<file path="src/rtl/audio_peak_sampler.sv">
// audio_peak_sampler
//   Synchronises the audio path's sample strobe, takes the magnitude of each
//   signed 8-bit sample and peak-holds it over a window of SAMPLES_PER_INT
//   samples. At the end of each window the peak is published on audio_level
//   and trig_interrupt pulses for one cycle. If a window is published while the
//   previous one is still unacknowledged, the sticky overrun flag is set.
//
// Ports
//   clk            system clock (single domain)
//   reset_n        synchronous active-low reset
//   en             window enable; low holds the block idle and discards the window
//   sample_strobe  asynchronous strobe, rises once per new sample
//   sample_data    signed two's-complement sample, valid >=4 clk after strobe rise
//   intr_ack       processor interrupt acknowledge pulse
//   audio_level    published peak magnitude 0..127 (bit 7 always 0)
//   trig_interrupt one-cycle pulse per published window
//   overrun        sticky, set when a publish finds the previous one unacknowledged
module audio_peak_sampler #(
    parameter int unsigned SAMPLES_PER_INT = 256
) (
    input  logic       clk,
    input  logic       reset_n,
    input  logic       en,
    input  logic       sample_strobe,
    input  logic [7:0] sample_data,
    input  logic       intr_ack,
    output logic [7:0] audio_level,
    output logic       trig_interrupt,
    output logic       overrun
);

    localparam int unsigned CW = (SAMPLES_PER_INT > 1) ? $clog2(SAMPLES_PER_INT) : 1;
    localparam logic [CW-1:0] LAST = CW'(SAMPLES_PER_INT - 1);

    typedef enum logic [1:0] {
        IDLE,
        ACCUM,
        PUBLISH
    } state_t;

    state_t          r_state;
    state_t          w_next;

    logic            r_s1;
    logic            r_s2;
    logic            r_s3;
    logic            r_tick;
    logic [6:0]      r_peak;
    logic [6:0]      r_pub;
    logic [CW-1:0]   r_count;
    logic [7:0]      r_level;
    logic            r_trig;
    logic            r_pending;
    logic            r_overrun;

    logic [6:0]      w_neg;
    logic [6:0]      w_mag;
    logic [6:0]      w_max;

    // Magnitude of the current sample; -128 has no positive 8-bit peer and
    // saturates to 127.
    always_comb begin
        w_neg = (~sample_data[6:0]) + 7'd1;
        if (!sample_data[7]) begin
            w_mag = sample_data[6:0];
        end else if (sample_data[6:0] == 7'd0) begin
            w_mag = 7'h7F;
        end else begin
            w_mag = w_neg;
        end
        w_max = (w_mag > r_peak) ? w_mag : r_peak;
    end

    always_ff @(posedge clk) begin
        if (!reset_n) begin
            r_state <= IDLE;
        end else begin
            r_state <= w_next;
        end
    end

    always_comb begin
        w_next = r_state;
        case (r_state)
            IDLE: begin
                if (en) begin
                    w_next = ACCUM;
                end
            end
            ACCUM: begin
                if (!en) begin
                    w_next = IDLE;
                end else if (r_tick && (r_count == LAST)) begin
                    w_next = PUBLISH;
                end
            end
            PUBLISH: begin
                w_next = en ? ACCUM : IDLE;
            end
            default: begin
                w_next = IDLE;
            end
        endcase
    end

    // The edge detect (s2 & ~s3) is registered into r_tick so the sample is
    // consumed one edge later, giving sample_data its settling time and the
    // 5-clk strobe-to-interrupt latency.
    always_ff @(posedge clk) begin
        if (!reset_n) begin
            r_s1      <= 1'b0;
            r_s2      <= 1'b0;
            r_s3      <= 1'b0;
            r_tick    <= 1'b0;
            r_peak    <= '0;
            r_pub     <= '0;
            r_count   <= '0;
            r_level   <= '0;
            r_trig    <= 1'b0;
            r_pending <= 1'b0;
            r_overrun <= 1'b0;
        end else begin
            r_s1   <= sample_strobe;
            r_s2   <= r_s1;
            r_s3   <= r_s2;
            r_tick <= r_s2 & ~r_s3;
            r_trig <= (r_state == PUBLISH);

            case (r_state)
                ACCUM: begin
                    if (!en) begin
                        r_peak  <= '0;
                        r_count <= '0;
                    end else if (r_tick) begin
                        if (r_count == LAST) begin
                            r_pub   <= w_max;
                            r_peak  <= '0;
                            r_count <= '0;
                        end else begin
                            r_peak  <= w_max;
                            r_count <= r_count + 1'b1;
                        end
                    end
                end
                PUBLISH: begin
                    r_level <= {1'b0, r_pub};
                    // A tick landing here starts the next window as sample 0.
                    if (en && r_tick) begin
                        r_peak  <= w_mag;
                        r_count <= CW'(1);
                    end else begin
                        r_peak  <= '0;
                        r_count <= '0;
                    end
                end
                default: begin
                    r_peak  <= '0;
                    r_count <= '0;
                end
            endcase

            // Publish takes priority over a coincident acknowledge; overrun
            // looks at pending as it stood before this edge.
            if (r_state == PUBLISH) begin
                if (r_pending) begin
                    r_overrun <= 1'b1;
                end
                r_pending <= 1'b1;
            end else if (intr_ack) begin
                r_pending <= 1'b0;
            end
        end
    end

    assign audio_level    = r_level;
    assign trig_interrupt = r_trig;
    assign overrun        = r_overrun;

endmodule

</file>
<file path="config.mk">
export PLATFORM = sky130hd
export DESIGN_NAME = audio_peak_sampler
export DESIGN_NICKNAME = d
export VERILOG_FILES = /design/src/rtl/audio_peak_sampler.sv
export SDC_FILE = /design/constraint.sdc
export NUM_CORES = 1
export LEC_CHECK = 0
export ABC_CLOCK_PERIOD_IN_PS = 5300
export CORE_ASPECT_RATIO = 0.6
export CORE_UTILIZATION = 41
export CTS_CLUSTER_DIAMETER = 50
export CTS_CLUSTER_SIZE = 8
export DETAILED_ROUTE_END_ITERATION = 8
export SYNTH_ARGS = -nofsm -noshare
export SYNTH_HDL_FRONTEND = slang
export SYNTH_SLANG_ARGS = --single-unit
export TNS_END_PERCENT = 10
</file>
<file path="constraint.sdc">
create_clock -name clk -period 5.3 [get_ports clk]
set_input_delay 1.06 -clock clk [delete_from_list [all_inputs] [get_ports clk]]
set_output_delay 1.06 -clock clk [all_outputs]
set_load 0.01 [all_outputs]
</file>
After elaboration in Yosys (flattened, before gate mapping)
Index checks and enable logic that the tools add are counted.
Word-level totals
  register bits after elaboration: 38
  word-level logic and storage cells: 52
Operators by class
  $add $sub $neg: 2
  order comparisons: 1
  equality and inequality tests: 6
  muxes and demuxes: 20
  bitwise logic cells: 3
  reduce and logical (&&, ||, !) cells: 8
Operators by type and width (count)
  $mux 7: 7
  $mux 8: 3
  $pmux 8 s2: 1
  $pmux 7 s2: 1
  $add 8x1->8 const B: 1
  $eq 8x8->1 const B: 1
  $add 7x1->7 const B: 1
  $gt 7x7->1: 1
  $logic_not 7->1: 1
  $not 7->7: 1
  $mux 2: 3
  $ne 3x3->1 const B: 2
  $pmux 2 s3: 1
  $mux 1: 4
  $reduce_and 2->1: 2
  $reduce_and 4->1: 1
  $eq 2x1->1 const B: 1
  $eq 2x2->1 const B: 1
  $logic_and 1x1->1: 2
  $logic_not 2->1: 1
  $ne 2x2->1 const B: 1
  $reduce_bool 2->1: 1
  $and 1x1->1: 1
  $not 1->1: 1

Logic depth before layout (Yosys ltp)
Gate-level depths: netlist (run 1).
  depth after elaboration: 10
  depth in mapped cells: 12
  depth with buffers taken out: 11

Least setup slack after synthesis (run 1)
OpenSTA, ideal clock, no wires.
  path type: input to register
  from: input port sample_data[2]
  to: register r_peak[3]
  library setup time: 0.117 ns
  arrival time: 3.523 ns
  data required time: 5.183 ns
  slack: 1.660 ns
  stages on the path: 10
  path through: or4_4 o31a_1 mux2_4 ha_1 nand4_1 or2_2 o21ai_0 buf_2 o21ai_0 a22o_1
On the way
  cells in the longest elaborated chain, start to end: 10
Ends and longest elaborated chain
  start, declared: line 25  | input logic [7:0] sample_data,
  $not 7->7: line 63  | w_neg = (~sample_data[6:0]) + 7'd1;
  $add 7x1->7: line 63
  $mux 7: line 66  | end else if (sample_data[6:0] == 7'd0) begin
  $mux 7 (*): line 64  | if (!sample_data[7]) begin
  $gt 7x7->1: line 71  | w_max = (w_mag > r_peak) ? w_mag : r_peak;
  $mux 7: line 71
  $mux 7: line 135  | if (r_count == LAST) begin
  $mux 7: line 134  | end else if (r_tick) begin
  $mux 7: line 131  | if (!en) begin
  $pmux 7 s2 (*): line 129  | case (r_state)
  end signal, assigned: line 140  | r_peak <= w_max;
  end signal, assigned: line 149  | r_peak <= w_mag;
  end, declared: line 48  | logic [6:0] r_peak;
Every way passes the cells marked *; elsewhere a longest branch is shown, timed or not. The select of a mux whose other input is x is not followed.
A chain may end at the register's enable or synchronous reset.

Worst setup path in the final report (run 1)
  from: input port sample_data[2]
  to: register r_pub[2]
On the way
  cells in the longest elaborated chain, start to end: 6
Ends and longest elaborated chain
  $not 7->7: line 63
  $add 7x1->7: line 63
  $mux 7: line 66
  $mux 7 (*): line 64
  $gt 7x7->1: line 71
  $mux 7 (*): line 71
  end signal, assigned: line 136  | r_pub <= w_max;
  end, declared: line 49  | logic [6:0] r_pub;
Every way passes the cells marked *; elsewhere a longest branch is shown, timed or not.

==> reports/metrics.csv, run 1 <==
metric;value;unit
status;completed;
Leak;0.901;nW
TNS Setup;0;ps
global-route wire length before repair;7520;um
hold slack;388;ps
Max VDD drop;0.123;mV
n_diodes;0;
post_cts resized;0;
Iteration-0 DRC Markers;88;
Cell Chain, Critical Path;clkdlybuf4s50_1 -> or4_4 -> o31a_1 -> mux2_4 -> ha_1 -> nand4_1 -> a21oi_1 -> o21ai_0 -> buf_4 -> and4_1 -> or3_1;
crit path DAT;4230;ps
CP Class;in2reg;
f_max;247;MHz
EDFF count, synth;0;
most common cell after layout, fill and taps aside;dfxtp_1;
Post-Syn Area;1970;um^2
io pins;23;
post-synthesis register bit count;38;
core area;4590;um^2
drt wl/cell;13.4;um
vias in the first global route;1529;
Layout area overhead;20.5;%
crit path launch type;input pin;
met2 WL post-DR;1490;um
CP max stage cell;or4_4;
register area share after synthesis;38.6;%
Highest Signal Layer;met4;
Max Transition Viols Final;0;
Total GRT Usage;18.7;%
Starting Density;43.0;%
Chip Height;55.7;um
fill count;437;
Finished Cell Area;2370;um^2
RSZ-0062 raised after global routing;no;
fin util;51.8;%
Worst R2R Setup Slack;3250;ps
GRT overflow;0;
Final Hold Vio Count;0;
Worst Setup End Kind;register;
layout cells sized above 1;5.88;%
Post-DP Area;2240;um^2
Synth warnings;0;
total CTS buffers;5;
post-CTS setup buffer count;0;
Port Buf Inserts;21;
CP required;5480;ps
layout net count;280;
Synth cell types;41;
Critical Path Fanout Max;12;
crit-path leading delay family;simple AND/OR/NAND/NOR gates;
CP max stage delay;590;ps
Die X;91.5;um
via density per instance;5.20;
Via Count;1654;
Yosys top cell by area;dfxtp_1;
initial antenna violation count;0;
Worst-Skew Late Latency;290;ps
Tightest Pin Transition;625;ps
die area;5100;um^2
Worst Skew;7.07;ps
Clock transition at path regs;80;ps
Buf/Inv on CP;2;
TritonCTS clock tree;built;
Root Driver;clkbuf_8;
Slew HR;58.3;%
CTS H-tree depth;2;
fin crit period;4050;ps
Routed Antenna Nets;0;
PD cells;288;nW/um^2
gp weighted congestion;0.809;
row cnt;19;
largest buffer count on any clock path;2;
worst hold path class;reg2reg;
Post-DP HPWL;3160;um
top_reg_cell synth;dfxtp_1;
Synth area leaders;dfxtp_1, ha_1, mux2i_1, nor2_1, a21oi_1;
cell count after synthesis;232;
Finish-stage setup viols;0;
WL met3;303;um
Final Cycle Share;76.5;%
metal1 wirelength;2440;um
# DRC;0;
hold_buf cts;0;
commonest cells after routing, fill and taps aside;dfxtp_1, nor2_1, clkdlybuf4s50_1, a21oi_1;
post-synth top area share;38.6;%
ys async rst share;0;%
syn_area_per_cell;8.49;um^2
Detailed Route WL;4260;um
largest net degree at the start of global routing;19;
Synthesized Nets;258;
max_cap viols;0;
Detailed Routing Iterations Pass 1;4;
clk sinks;38;
-- stage by stage --
stage / setup slack (ps) / power (mW) / std cells
after detailed placement: 988 / 0.393 / 310
after global placement: 961 / 0.395 / 310
after floorplan: 1660 / 0.365 / 232
after global routing: 890 / 0.719 / 318
final: 1250 / 0.684 / 318
after CTS: 1280 / 0.685 / 318
-- Yosys cell counts (3+ instances only) --
cell type / n
nand4_1: 4
nor2_1: 30
clkbuf_1: 4
ha_1: 13
a22o_1: 3
buf_2: 3
nor2b_1: 3
mux2i_1: 16
xor2_1: 5
inv_1: 16
a21oi_1: 19
dfxtp_1: 38
a22oi_1: 6
o21ai_0: 14
and2_1: 5
o22ai_1: 5
nand2_1: 13
nand3_1: 6
-- cell families (layout without fill, tap and decap cells) --
kind of cell / after synthesis / after routing / synth area share [%]
AO/OA/AOI/OAI: 55 / 55 / 16.7
multiplexers: 18 / 18 / 9.46
flip-flops: 38 / 38 / 38.6
adder cells (fa/ha/maj): 13 / 13 / 8.25
AND/OR/NAND/NOR: 77 / 77 / 19.4
other: 1 / 1 / 0.190
buffers and inverters: 25 / 48 / 5.14
XOR/XNOR: 5 / 5 / 2.22
-- worst reg2reg max path, cell delays in order, from the launching register on --
cell and delay (ps):
dfxtp_1 340, inv_1 90, ha_1 560, nand2_1 110, nor2_1 460, nand2_1 110
o21ai_0 130, a22o_1 200
-- final timing paths --
check / from / end / cells after the start
worst max-delay path: sample_data[2] / r_pub[2]$_SDFFE_PN0P_ / 11
worst min-delay path: r_s3$_SDFF_PN0_ / r_tick$_SDFF_PN0_ / 1
worst max register to register: r_state[0]$_SDFFE_PN0P_ / r_peak[3]$_SDFFE_PN0P_ / 7
worst min register to register: r_s3$_SDFF_PN0_ / r_tick$_SDFF_PN0_ / 1
-- cell type report --
| type | instances | area [um^2] | share of cell area, % |
|---|---|---|---|
| repair buffers | 23 | 225 | 9.48 |
| clock inverters | 3 | 68.8 | 2.90 |
| flip-flops and latches | 38 | 761 | 32.0 |
| multi-input cells | 169 | 1110 | 46.7 |
| clock buffers | 5 | 68.8 | 2.90 |
| well taps | 63 | 78.8 | 3.32 |
| inverters | 17 | 63.8 | 2.69 |
-- state kept, by name, indices dropped and copies added, names as in the netlist --
register / flops
r_s2: 1
overrun: 1
r_state: 2
r_s1: 1
trig_interrupt: 1
r_count: 8
r_pub: 7
r_tick: 1
r_peak: 7
r_pending: 1
audio_level: 7
r_s3: 1
-- routing by layer --
metal	up-vias	GRT usage, %
li1	856	-
met1	746	30.8
met2	49	23.7
met3	3	4.23
met4	0	4.08
met5	-	0
-- report_power, final --
| part | switching (mW) | internal (mW) |
|---|---|---|
| registers | 0.00352 | 0.290 |
| logic | 0.0545 | 0.0404 |
| clock network | 0.107 | 0.189 |
| total | 0.165 | 0.519 |
(Power assumes the default switching activity.)
==> inputs of run 2 (changes only) <==
--- a/config.mk
+++ b/config.mk
@@ -5,7 +5,7 @@
 export SDC_FILE = /design/constraint.sdc
 export NUM_CORES = 1
 export LEC_CHECK = 0
-export ABC_CLOCK_PERIOD_IN_PS = 5300
+export ABC_CLOCK_PERIOD_IN_PS = 4100
 export CORE_ASPECT_RATIO = 0.6
 export CORE_UTILIZATION = 41
 export CTS_CLUSTER_DIAMETER = 50
==> constraint.sdc (replaced) <==
create_clock -name clk -period 4.1 [get_ports clk]
set_input_delay 0.82 -clock clk [delete_from_list [all_inputs] [get_ports clk]]
set_output_delay 0.82 -clock clk [all_outputs]
set_load 0.01 [all_outputs]
==> run 2 against run 1 <==
Net effect: first-iteration DRC count grew 27%; total power grew 29%; clock power grew 27%; cell count grew 1.9%; setup slack lost 810 ps; die area is the same; utilization grew 0.98 points; critical endpoint unchanged; largest cell class unchanged; highest routed layer unchanged.
==> reports/metrics.csv, run 2 (synthesis gave the netlist of run 1 again) <==
metric;value;unit;change
layout cells sized above 1;8.05;%;+2.2 points
Slew HR;61.1;%;+2.7 points
vias in the first global route;1557;;+1.8%
post_cts resized;0;;unchanged
Worst Skew;8.61;ps;+1.54 ps
commonest cells after routing, fill and taps aside;dfxtp_1, nor2_1, clkdlybuf4s50_1, a21oi_1;;
Finished Cell Area;2420;um^2;+1.9%
Leak;0.930;nW;+3.3%
row cnt;19;;unchanged
n_diodes;0;;unchanged
CP required;4270;ps;-1210 ps
Iteration-0 DRC Markers;112;;+27%
initial antenna violation count;0;;unchanged
Routed Antenna Nets;0;;unchanged
dpl cells;316;;+1.9%
Starting Density;43.0;%;unchanged
die area;5100;um^2;unchanged
Worst-Skew Late Latency;280;ps;about the same
largest net degree at the start of global routing;19;;unchanged
Total GRT Usage;18.4;%;-0.37 points
largest buffer count on any clock path;2;;unchanged
fin util;52.7;%;+0.98 points
Detailed Route WL;4260;um;about the same
Worst Setup End Kind;register;;
layout net count;286;;+2.1%
Root Driver;clkbuf_8;;
Tightest Pin Transition;582;ps;-43.1 ps
Critical Path Fanout Max;12;;unchanged
core area;4590;um^2;unchanged
Finished Layout Cells;324;;+1.9%
final worst slack;435;ps;-811 ps
Layout area overhead;22.8;%;
clk sinks;38;;unchanged
gp weighted congestion;0.805;;-0.51%
Post-DP HPWL;3140;um;-0.51%
hold_buf cts;0;;unchanged
CP max stage cell;or4_4;;
f_max;273;MHz;
Tot Pwr;0.882;mW;+29%
number of flip-flops in the largest register;8;;unchanged
Chip Height;55.7;um;unchanged
drt wl/cell;13.1;um;-1.9%
Port Buf Inserts;21;;unchanged
hold slack;388;ps;-0.385 ps
Max Transition Viols Final;0;;unchanged
worst hold path class;reg2reg;;
TNS Setup;0;ps;unchanged
GRT overflow;0;;unchanged
Finish-stage setup viols;0;;unchanged
fin crit period;3660;ps;
CTS H-tree depth;2;;unchanged
pre-CTS setup slack;149;ps;-839 ps
via density per instance;5.19;;-0.25%
Cell Chain, Critical Path;clkdlybuf4s50_1 -> or4_4 -> o31a_1 -> mux2_4 -> ha_1 -> nand4_1 -> a21oi_1 -> o21ai_0 -> buf_4 -> and4_1 -> or3_1;;
Final Cycle Share;89.4;%;
max_cap viols;0;;unchanged
TritonCTS clock tree;built;;
Post-DP Area;2280;um^2;+2.0%
global-route wire length before repair;7400;um;-1.7%
Detailed Routing Iterations Pass 1;4;;unchanged
Clock transition at path regs;80;ps;about the same
# DRC;0;;unchanged
crit path DAT;3840;ps;-390 ps
Final Hold Vio Count;0;;unchanged
post-CTS setup buffer count;0;;unchanged
PD cells;365;nW/um^2;+27%
Die X;91.5;um;unchanged
Biggest register;r_count;;
most common cell after layout, fill and taps aside;dfxtp_1;;
total CTS buffers;5;;unchanged
io pins;23;;unchanged
RSZ-0062 raised after global routing;no;;
CP max stage delay;550;ps;-40 ps
Via Count;1681;;+1.6%
CP Class;in2reg;;
crit path launch type;input pin;;
status;completed;;
Max VDD drop;0.161;mV;+31%
[run 2: layout make-up]
class	count	area, um^2
multi-input cells	169	1110
clock inverters	3	68.8
clock buffers	5	68.8
repair buffers	29	270
flip-flops and latches	38	761
inverters	17	63.8
fillers	436	2170
well taps	63	78.8
[run 2: path summary, 6_finish.rpt]
kind	startpoint	end	slack, ps	cells after the start
max	sample_data[2]	r_pub[2]$_SDFFE_PN0P_	440	11
min	r_s3$_SDFF_PN0_	r_tick$_SDFF_PN0_	390	1
max reg2reg	r_peak[6]$_SDFFE_PN0P_	r_pub[2]$_SDFFE_PN0P_	2060	8
min reg2reg	r_s3$_SDFF_PN0_	r_tick$_SDFF_PN0_	390	1
[run 2: per-layer routing]
layer	routed length, um	up-vias	track usage [%]
li1	-	873	-
met1	2450	780	29.5
met2	1590	26	23.8
met3	200	2	4.51
met4	9	0	4.08
met5	0	-	0
[run 2: worst max-delay path, delay by kind of cell]
family	cells	cell delay (ps)
multiplexers	1	280
AO/OA/AOI/OAI	3	590
AND/OR/NAND/NOR	4	1220
adder cells (fa/ha/maj)	1	290
buffers and inverters	2	620
[run 2: power by group]
group | internal (mW) | switching, mW
sequential | 0.374 | 0.00487
combinational | 0.0560 | 0.0722
clock | 0.244 | 0.131
==> inputs of run 3 (changes only) <==
--- a/config.mk
+++ b/config.mk
@@ -5,9 +5,10 @@
 export SDC_FILE = /design/constraint.sdc
 export NUM_CORES = 1
 export LEC_CHECK = 0
-export ABC_CLOCK_PERIOD_IN_PS = 4100
 export CORE_ASPECT_RATIO = 0.6
+export CORE_MARGIN = 4
 export CORE_UTILIZATION = 41
+export CTS_BUF_LIST = sky130_fd_sc_hd__clkbuf_8
 export CTS_CLUSTER_DIAMETER = 50
 export CTS_CLUSTER_SIZE = 8
 export DETAILED_ROUTE_END_ITERATION = 8
==> run 3 against run 2 <==
Net effect: count of clock-buffer cells in the layout is 1 higher; sequential share of layout area rose by 0.63 points; global-route usage is 3.5 points lower; sequential power about the same; register-to-register slack got worse by 40 ps; setup slack got worse by 94 ps; flip-flop and latch count unchanged; largest cell class unchanged.
==> reports/metrics.csv, run 3 (synthesis gave the netlist of run 1 again) <==
metric;value;unit;change
Critical Path Fanout Max;12;;unchanged
Leak;0.909;nW;-2.3%
commonest cells after routing, fill and taps aside;dfxtp_1, nor2_1, clkdlybuf4s50_1, a21oi_1;;
CP required;4260;ps;about the same
TNS Setup;0;ps;unchanged
Final Hold Vio Count;0;;unchanged
via density per instance;5.12;;-1.2%
Finished Layout Cells;323;;-0.31%
fin util;51.4;%;-1.3 points
total CTS buffers;5;;unchanged
io pins;23;;unchanged
Detailed Route WL;4330;um;+1.8%
Chip Height;61.7;um;+11%
largest net degree at the start of global routing;17;;-2
crit path launch type;input pin;;
clk sinks;38;;unchanged
f_max;266;MHz;-2.5%
crit path DAT;3920;ps;+80 ps
Min-Delay Endpoint;r_tick$_SDFF_PN0_;;
Slew HR;57.4;%;-3.7 points
hold path startpoint;r_s3$_SDFF_PN0_;;
RSZ-0062 raised after global routing;no;;
initial antenna violation count;0;;unchanged
Finish-stage setup viols;0;;unchanged
number of flip-flops in the largest register;8;;unchanged
# DRC;0;;unchanged
Starting Density;42.7;%;-0.22 points
RR Startpoint;r_state[0]$_SDFFE_PN0P_;;
Final Cycle Share;91.7;%;+2.3 points
layout net count;287;;+0.35%
fin crit period;3760;ps;+94.3 ps
Die X;97.5;um;+6.6%
drt wl/cell;13.4;um;+2.1%
hold_buf cts;0;;unchanged
Layout area overhead;20.4;%;
Multi-input gate area;1110;um^2;unchanged
most common cell after layout, fill and taps aside;dfxtp_1;;
Biggest register;r_count;;
worst reg-to-reg path cell count;7;;-1
CTS H-tree depth;2;;unchanged
Hold Path Stages;1;;unchanged
Total GRT Usage;14.9;%;-3.5 points
layout cells sized above 1;7.69;%;-0.35 points
Worst Skew;4.92;ps;-3.69 ps
vias in the first global route;1437;;-7.7%
Max Transition Viols Final;0;;unchanged
n_diodes;0;;unchanged
CP Class;in2reg;;
TritonCTS clock tree;built;;
Routed Antenna Nets;0;;unchanged
PD cells;321;nW/um^2;-12%
FF+latch area;761;um^2;unchanged
Iteration-0 DRC Markers;95;;-15%
Root Driver;clkbuf_8;;
Worst R2R Setup Slack;2020;ps;-40 ps
Port Buf Inserts;21;;unchanged
Via Count;1655;;-1.5%
core area;4610;um^2;+0.52%
Max VDD drop;0.217;mV;+35%
dpl cells;317;;+0.32%
Worst R2R End;r_peak[5]$_SDFFE_PN0P_;;
die area;6020;um^2;+18%
post_cts resized;0;;unchanged
fill count;438;;+0.46%
status;completed;;
global-route wire length before repair;7110;um;-3.8%
post-CTS setup buffer count;0;;unchanged
gp weighted congestion;0.779;;-3.3%
worst hold path class;reg2reg;;
Tot Pwr;0.761;mW;-14%
Tightest Pin Transition;639;ps;+56.7 ps
Worst Setup End Kind;register;;
largest buffer count on any clock path;2;;unchanged
Clock transition at path regs;70;ps;about the same
row cnt;19;;unchanged
Worst-Skew Late Latency;280;ps;about the same
max_cap viols;0;;unchanged
GRT overflow;0;;unchanged
Detailed Routing Iterations Pass 1;4;;unchanged
Post-DP HPWL;3270;um;+3.9%
-- run 3: through the flow --
stage          setup WS, ps  instance area (um^2)  hold WS, ps
3_3_place_gp           61.6                  2290          376
2_1_floorplan           700                  1970          367
4_1_cts                 391                  2370          395
6_report                341                  2370          390
3_5_place_dp           91.7                  2290          385
5_1_grt                56.9                  2370          399
-- run 3: critical path, stage by stage --
cell and delay (ps):
clkdlybuf4s50_1 440, inv_1 90, ha_1 230, nor3b_1 530
o21a_1 210, o31ai_1 80, ha_1 310, nand4_1 130
a21oi_1 200, o21ai_0 120, buf_4 200, and4_1 210
or3_1 350
-- run 3: where the power goes --
part           internal, mW  total [mW]  leakage, nW  switching, mW
registers             0.375       0.379        0.307        0.00482
clock network         0.130       0.252       0.0431          0.122
logic                0.0570       0.129        0.559         0.0720
-- run 3: layout make-up --
type / instances / area share, %
clock buffers: 6 / 3.48
inverters: 17 / 2.69
multi-input cells: 169 / 46.7
flip-flops and latches: 38 / 32.1
well taps: 63 / 3.32
repair buffers: 30 / 11.7
-- run 3: metal layers --
layer | vias up | global-route usage [%] | routed length (um)
li1 | 876 | - | -
met1 | 743 | 23.5 | 2500
met5 | - | 0 | 0
met3 | 4 | 4.24 | 237
met2 | 32 | 19.3 | 1560
met4 | 0 | 3.55 | 33
-- run 3: worst max path at each step --
stage | slack, ps | from | endpoint | depth (start not counted)
after floorplan | 700 | sample_data[2] | r_peak[3]$_SDFFE_PN0P_ | 10
after global placement | 60 | sample_data[2] | r_pub[2]$_SDFFE_PN0P_ | 11
after detailed placement | 90 | sample_data[2] | r_pub[2]$_SDFFE_PN0P_ | 11
after CTS | 390 | sample_data[2] | r_pub[2]$_SDFFE_PN0P_ | 11
after global routing | 60 | sample_data[0] | r_pub[2]$_SDFFE_PN0P_ | 13
final | 340 | sample_data[0] | r_pub[2]$_SDFFE_PN0P_ | 13
